$ cat config.mk
export PLATFORM = sky130hd
export DESIGN_NAME = tdm_slot_scheduler
export DESIGN_NICKNAME = d
export VERILOG_FILES = /design/src/rtl/tdm_pkg.sv /design/src/rtl/rr_next_ptr.sv /design/src/rtl/tdm_slot_scheduler.sv
export SDC_FILE = /design/constraint.sdc
export NUM_CORES = 1
export LEC_CHECK = 0
export CAP_MARGIN = 20
export CELL_PAD_IN_SITES_DETAIL_PLACEMENT = 1
export CELL_PAD_IN_SITES_GLOBAL_PLACEMENT = 1
export CORE_ASPECT_RATIO = 1.25
export CORE_MARGIN = 8
export CORE_UTILIZATION = 38
export CTS_CLUSTER_DIAMETER = 50
export CTS_CLUSTER_SIZE = 24
export DETAILED_ROUTE_END_ITERATION = 10
export PLACE_DENSITY = 0.83
export SKIP_CTS_REPAIR_TIMING = 1
export SLEW_MARGIN = 20
export SYNTH_ARGS = -nofsm -noshare
export SYNTH_HDL_FRONTEND = slang
export SYNTH_SLANG_ARGS = --single-unit
$ cat constraint.sdc
create_clock -name clk -period 4.09 [get_ports clk]
set_input_delay 0.6135 -clock clk [delete_from_list [all_inputs] [get_ports clk]]
set_output_delay 0.6135 -clock clk [all_outputs]
set_load 0.01 [all_outputs]
$ cat src/rtl/tdm_pkg.sv
// Shared definitions for the TDM slot scheduler.
//   TDM_NUM_CH / TDM_SEL_W / TDM_CNT_W : default channel count, select width,
//                                        idle-counter width
//   state_e : scheduler run state
//   mode_e  : slot policy (fixed TDM or work-conserving skip-empty)
package tdm_pkg;

  localparam int TDM_NUM_CH = 4;
  localparam int TDM_SEL_W  = $clog2(TDM_NUM_CH);
  localparam int TDM_CNT_W  = 8;

  typedef enum logic {
    IDLE = 1'b0,
    RUN  = 1'b1
  } state_e;

  typedef enum logic {
    FIXED = 1'b0,
    SKIP  = 1'b1
  } mode_e;

endpackage

$ cat src/rtl/rr_next_ptr.sv
// Combinational round-robin finder: returns the first eligible index strictly
// after ptr_i, wrapping around; ptr_i itself is only returned when it is the
// sole eligible index.
//   ptr_i   : current pointer
//   elig_i  : per-index eligible vector
//   next_o  : next eligible index (ptr_i when none found)
//   found_o : at least one index is eligible
module rr_next_ptr
  import tdm_pkg::*;
#(
  parameter int NUM_CH = TDM_NUM_CH,
  parameter int SEL_W  = $clog2(NUM_CH)
) (
  input  logic [SEL_W-1:0]  ptr_i,
  input  logic [NUM_CH-1:0] elig_i,
  output logic [SEL_W-1:0]  next_o,
  output logic              found_o
);

  logic [SEL_W-1:0] cand;

  // Scan offsets from farthest to nearest so the nearest hit wins. Offset
  // NUM_CH truncates to zero, which places ptr_i itself last in priority.
  always_comb begin
    next_o  = ptr_i;
    found_o = 1'b0;
    cand    = ptr_i;
    for (int k = NUM_CH; k >= 1; k--) begin
      cand = ptr_i + SEL_W'(k);
      if (elig_i[cand]) begin
        next_o  = cand;
        found_o = 1'b1;
      end
    end
  end

endmodule

$ cat src/rtl/tdm_slot_scheduler.sv
// TDM slot scheduler: picks one queue per cycle, strobes its read line and
// drives the mux select, in fixed-TDM or skip-empty round-robin mode.
//   clk, reset         : clock, synchronous active-high reset
//   en                 : run enable
//   mode               : 0 fixed TDM, 1 skip-empty
//   slot_mask, empty   : per-channel slot enable and queue-empty flags
//   sel, read          : issued slot index and its one-hot read strobe
//   valid, data_sel    : read and sel delayed one cycle (mux output alignment)
//   frame_start        : one-cycle pulse at the start of each frame
//   idle_cnt           : saturating count of slots issued without a read
//
// state | meaning
// IDLE  | no slots issued; read/frame_start low, sel and idle_cnt held
// RUN   | one slot decision per cycle while en stays high
module tdm_slot_scheduler
  import tdm_pkg::*;
#(
  parameter int NUM_CH = TDM_NUM_CH,
  parameter int SEL_W  = $clog2(NUM_CH),
  parameter int CNT_W  = TDM_CNT_W
) (
  input  logic              clk,
  input  logic              reset,
  input  logic              en,
  input  logic              mode,
  input  logic [NUM_CH-1:0] slot_mask,
  input  logic [NUM_CH-1:0] empty,
  output logic [SEL_W-1:0]  sel,
  output logic [NUM_CH-1:0] read,
  output logic              valid,
  output logic [SEL_W-1:0]  data_sel,
  output logic              frame_start,
  output logic [CNT_W-1:0]  idle_cnt
);

  state_e            state_q;
  logic [SEL_W-1:0]  sel_q, data_sel_q;
  logic [NUM_CH-1:0] read_q;
  logic              valid_q, frame_start_q;
  logic [CNT_W-1:0]  idle_cnt_q;

  logic [NUM_CH-1:0] elig;
  logic [SEL_W-1:0]  rr_next;
  logic              rr_found;

  logic [SEL_W-1:0]  slot_sel_d;
  logic              slot_hit_d;
  logic              slot_fs_d;
  logic [NUM_CH-1:0] read_d;
  logic [CNT_W-1:0]  idle_cnt_d;

  assign elig = slot_mask & ~empty;

  rr_next_ptr #(
    .NUM_CH (NUM_CH),
    .SEL_W  (SEL_W)
  ) u_rr_next_ptr (
    .ptr_i   (sel_q),
    .elig_i  (elig),
    .next_o  (rr_next),
    .found_o (rr_found)
  );

  // Slot decision for the coming edge, assuming en is high.
  always_comb begin
    slot_sel_d = sel_q;
    slot_hit_d = 1'b0;
    slot_fs_d  = 1'b0;
    if (state_q == IDLE) begin
      // A fresh run always opens a frame on channel 0, in either mode.
      slot_sel_d = '0;
      slot_hit_d = elig[0];
      slot_fs_d  = 1'b1;
    end else if (mode_e'(mode) == FIXED) begin
      slot_sel_d = sel_q + SEL_W'(1);
      slot_hit_d = elig[slot_sel_d];
      slot_fs_d  = (slot_sel_d == '0);
    end else if (rr_found) begin
      slot_sel_d = rr_next;
      slot_hit_d = 1'b1;
      slot_fs_d  = (rr_next <= sel_q);
    end
  end

  assign read_d     = slot_hit_d ? (NUM_CH'(1) << slot_sel_d) : '0;
  assign idle_cnt_d = slot_hit_d ? idle_cnt_q
                    : ((idle_cnt_q == '1) ? idle_cnt_q : idle_cnt_q + CNT_W'(1));

  always_ff @(posedge clk) begin
    if (reset) begin
      state_q       <= IDLE;
      sel_q         <= '0;
      read_q        <= '0;
      valid_q       <= 1'b0;
      data_sel_q    <= '0;
      frame_start_q <= 1'b0;
      idle_cnt_q    <= '0;
    end else begin
      valid_q    <= |read_q;
      data_sel_q <= sel_q;
      unique case (state_q)
        IDLE: begin
          if (en) begin
            state_q       <= RUN;
            sel_q         <= slot_sel_d;
            read_q        <= read_d;
            frame_start_q <= slot_fs_d;
            idle_cnt_q    <= idle_cnt_d;
          end else begin
            read_q        <= '0;
            frame_start_q <= 1'b0;
          end
        end
        RUN: begin
          if (en) begin
            sel_q         <= slot_sel_d;
            read_q        <= read_d;
            frame_start_q <= slot_fs_d;
            idle_cnt_q    <= idle_cnt_d;
          end else begin
            state_q       <= IDLE;
            read_q        <= '0;
            frame_start_q <= 1'b0;
          end
        end
      endcase
    end
  end

  assign sel         = sel_q;
  assign read        = read_q;
  assign valid       = valid_q;
  assign data_sel    = data_sel_q;
  assign frame_start = frame_start_q;
  assign idle_cnt    = idle_cnt_q;

endmodule

==> impl_metrics.py <==
metrics = {
    "detailed_routing": {
        "route.vias.total": 1078,
        "wirelength_mm": 3.117,
        "route.detailed.drc": 0,
        "detailedRoute.firstPassIterationCount": 2,
        "detail_route.vias_per_cell": 5.704,
        "routed_wire_length_per_instance_um": 16.49,
        "dr.first_iter.drc_count": 28,
        "ant_nets": 0,
    },
    "setup_path": {
        "r2r.worst_path.cells": 10,
        "critPathRequiredTime_ps": 4290,
        "cp_cell_sequence": "ha_1 > mux4_2 > a221oi_2 > xnor2_1 > ha_1 > nand2_1 > o21ai_0 > nor3b_1 > a21oi_1 > a21oi_1",
        "worstSetupStartpointType": "flip-flop",
        "criticalPathCategory": "flip-flop to flip-flop",
        "crit_end": "frame_start$_SDFF_PP0_",
        "setup.reg_to_reg.worst_slack_ps": 990,
        "critical_path_fanout_max": 17,
        "critical-path-max-stage-delay_ps": 740,
        "crit_path_end_kind": "flip-flop",
        "worst_path_max_delay_cell": "dfxtp_1",
        "critPathArrivalTime_ps": 3300,
        "timing.rr.start": "sel[0]$_SDFFE_PP0P_",
        "setup.worst_path.start": "sel[0]$_SDFFE_PP0P_",
        "regToRegEndpoint": "frame_start$_SDFF_PP0_",
    },
    "global_routing": {
        "grt_start_max_net_pins": 18,
        "initial_antenna_violation_count": 0,
        "grt-ovfl-total": 0,
        "grt_pass1_vias": 1131,
        "grtUsageTotal_pct": 12.94,
        "wire_length_of_the_first_global_routing_pass_mm": 5.264,
    },
    "pwr": {
        "leakagePower_nw": 0.5205,
        "powerDensity_nw_per_um2": 256.2,
        "vdd_ir_drop_max_uv": 128.0,
    },
    "clock_tree": {
        "clkLatencyLatePin_ps": 300,
        "clock_tree.htree_level_count": 1,
        "clockRootBuffer": "clkbuf_4",
        "cts_max_path_buffers": 2,
        "tritoncts": "done",
        "cts_inserted_buffers": 3,
        "numClockSinks": 19,
        "worst_setup_hold_path_clk_slew_ps": 110,
    },
    "place": {
        "dp_cells": 185,
        "place.detailed.hpwl_mm": 2.521,
        "place.port_buffers": 29,
        "placement.cell_area_um2": 1428,
        "global_placer_s_final_weighted_congestion": 0.8677,
    },
    "finish": {
        "ff_latch_area_um2": 380.4,
        "area_used_by_multi_input_combinational_logic_um2": 681.9,
        "layout.cells.most_common": "clkdlybuf4s50_1",
        "insertedDiodeCount": 0,
        "stdcell_count": 189,
        "num-fill-cells": 355,
        "drive_gt1_share_pct": 9.804,
        "most-common-layout-cells": "clkdlybuf4s50_1 (29), dfxtp_1 (19), a21oi_1 (9), nor2_1 (9), nor2b_1 (7)",
        "synthToLayoutAreaGrowth_pct": 31.75,
        "design_area_um2": 1454,
        "utilization_pct": 50.79,
        "final_net_count": 170,
    },
    "sta": {
        "period_minus_slack_ps": 3096,
        "worst_slew_margin_pct": 57.69,
        "timing.final.crit_share_pct": 75.70,
        "timing_max_transition_violations_final": 0,
        "grt_setup_unrepaired": "no",
        "setup-tns-final_ps": 0,
        "worst_pin_slew_ps": 633.7,
        "fmaxAchievable_mhz": 323.0,
        "setup_clock_skew_after_layout_ps": 1.215,
        "finalSetupViolCount": 0,
        "final-hold-violation-count": 0,
    },
    "synthesis": {
        "ys_async_sr_fraction_pct": 0,
        "mappedNetlistArea_um2": 1104,
        "synth.avg_cell_area_um2": 9.046,
        "ys_warn_count": 0,
        "postSynthRegisterBits": 19,
        "synth.yosys.seq_area_share_pct": 34.47,
        "synth.top_cells.by_area": "dfxtp_1 (34%), ha_1 (4.5%), a21oi_1 (4.1%), mux4_2 (4.1%), nor2b_1 (4.0%)",
        "synth_top_cell_area_share_pct": 34.47,
        "syn-instance-count": 122,
        "leading_register_cell_type_out_of_synthesis": "dfxtp_1",
        "mappedNetlistNets": 138,
        "synth.largest_area_cell": "dfxtp_1",
        "synth_enable_flop_cells": 0,
        "synth_cell_types": 42,
    },
    "job": {
        "count_of_max_cap_constraint_violations": 0,
    },
    "floorplanning": {
        "floorplan.core_area_um2": 2863,
        "floorplan.initialDensity_pct": 38.55,
        "floorplan.die_area_um2": 4895,
        "num_io_pins": 30,
        "chipHeight_um": 76.25,
        "num_rows": 22,
        "die_width_um": 64.20,
    },
    "run_status": {
        "status": "finished clean",
    },
    "min_path": {
        "hold_class": "flip-flop to flip-flop",
    },
}
## cells by family after synthesis
logic type | count (synthesis) | share of synthesized area, %
compound gates | 31 | 20.64
simple gates | 54 | 29.70
buf+inv | 9 | 3.742
flops | 19 | 34.47
xor+xnor | 1 | 0.7938
mux | 4 | 6.122
fa+ha+maj | 4 | 4.535
## Yosys cell counts (all sizes together), types with 2 or more instances
| cell type | number |
|---|---|
| a211oi | 3 |
| a21oi | 9 |
| and3 | 2 |
| clkbuf | 2 |
| dfxtp | 19 |
| ha | 4 |
| inv | 6 |
| mux2 | 2 |
| mux4 | 2 |
| nand2 | 4 |
| nand2b | 5 |
| nand3 | 6 |
| nor2 | 9 |
| nor2b | 7 |
| nor3 | 5 |
| nor3b | 3 |
| nor4 | 3 |
| o21ai | 5 |
| o31ai | 5 |
| or4 | 3 |
## worst max-delay path, delay by kind of cell (launching register included)
family / cells / cell delay [ps]
AO/OA/AOI/OAI: 4 / 660
AND/OR/NAND/NOR: 2 / 190
adder cells (fa/ha/maj): 2 / 620
XOR/XNOR: 1 / 170
multiplexers: 1 / 620
flip-flops: 1 / 740
## registers in the layout, summed over array words and instances, names as in the netlist
register / cells
data_sel: 2
sel: 2
valid: 1
state_q: 1
idle_cnt: 8
read: 4
frame_start: 1
## layout make-up
cell class                 instances  area share, %
multi-input combinational         94          46.90
sequential                        19          26.16
timing repair buffer              30          20.48
tap                               36          3.098
clock buffer                       4          1.807
inverter                           6          1.549
## power breakdown
group,total [mW],switching [mW],internal [mW]
clock,0.0971,0.0590,0.0381
combinational,0.0804,0.0403,0.0401
sequential,0.195,0.00548,0.190
total,0.373,0.105,0.268
## per-stage QoR
| stage | hold WS [ps] | power, mW | worst slack [ps] |
|---|---|---|---|
| after global placement | 461.3 | 0.2771 | 961.0 |
| final | 482.7 | 0.3725 | 993.8 |
| after global routing | 535.9 | 0.3947 | 723.7 |
| after detailed placement | 464.3 | 0.2805 | 857.4 |
| after floorplan | 442.4 | 0.2475 | 1465 |
| after CTS | 489.7 | 0.3769 | 950.4 |
## layer usage
| layer | track usage [%] | vias up | part of all wire (%) |
|---|---|---|---|
| li1 | - | 524 | - |
| met1 | 12.52 | 521 | 40 |
| met2 | 23.87 | 25 | 52 |
| met5 | 0 | - | 0 |
| met4 | 5.033 | 0 | 1.7 |
| met3 | 4.706 | 8 | 6.3 |
## how the worst min path moves through the flow
stage                                  start                        to  slack (ps)  cells past startpoint
finish                    read[2]$_SDFF_PP0_          valid$_SDFF_PP0_         480                      2
global route        idle_cnt[7]$_SDFFE_PP0P_  idle_cnt[7]$_SDFFE_PP0P_         540                      2
CTS                       read[2]$_SDFF_PP0_          valid$_SDFF_PP0_         490                      2
detailed placement        read[2]$_SDFF_PP0_          valid$_SDFF_PP0_         460                      2
global placement          read[2]$_SDFF_PP0_          valid$_SDFF_PP0_         460                      2
floorplan                 state_q$_SDFF_PP0_    frame_start$_SDFF_PP0_         440                      1
(Power assumes the default switching activity.)
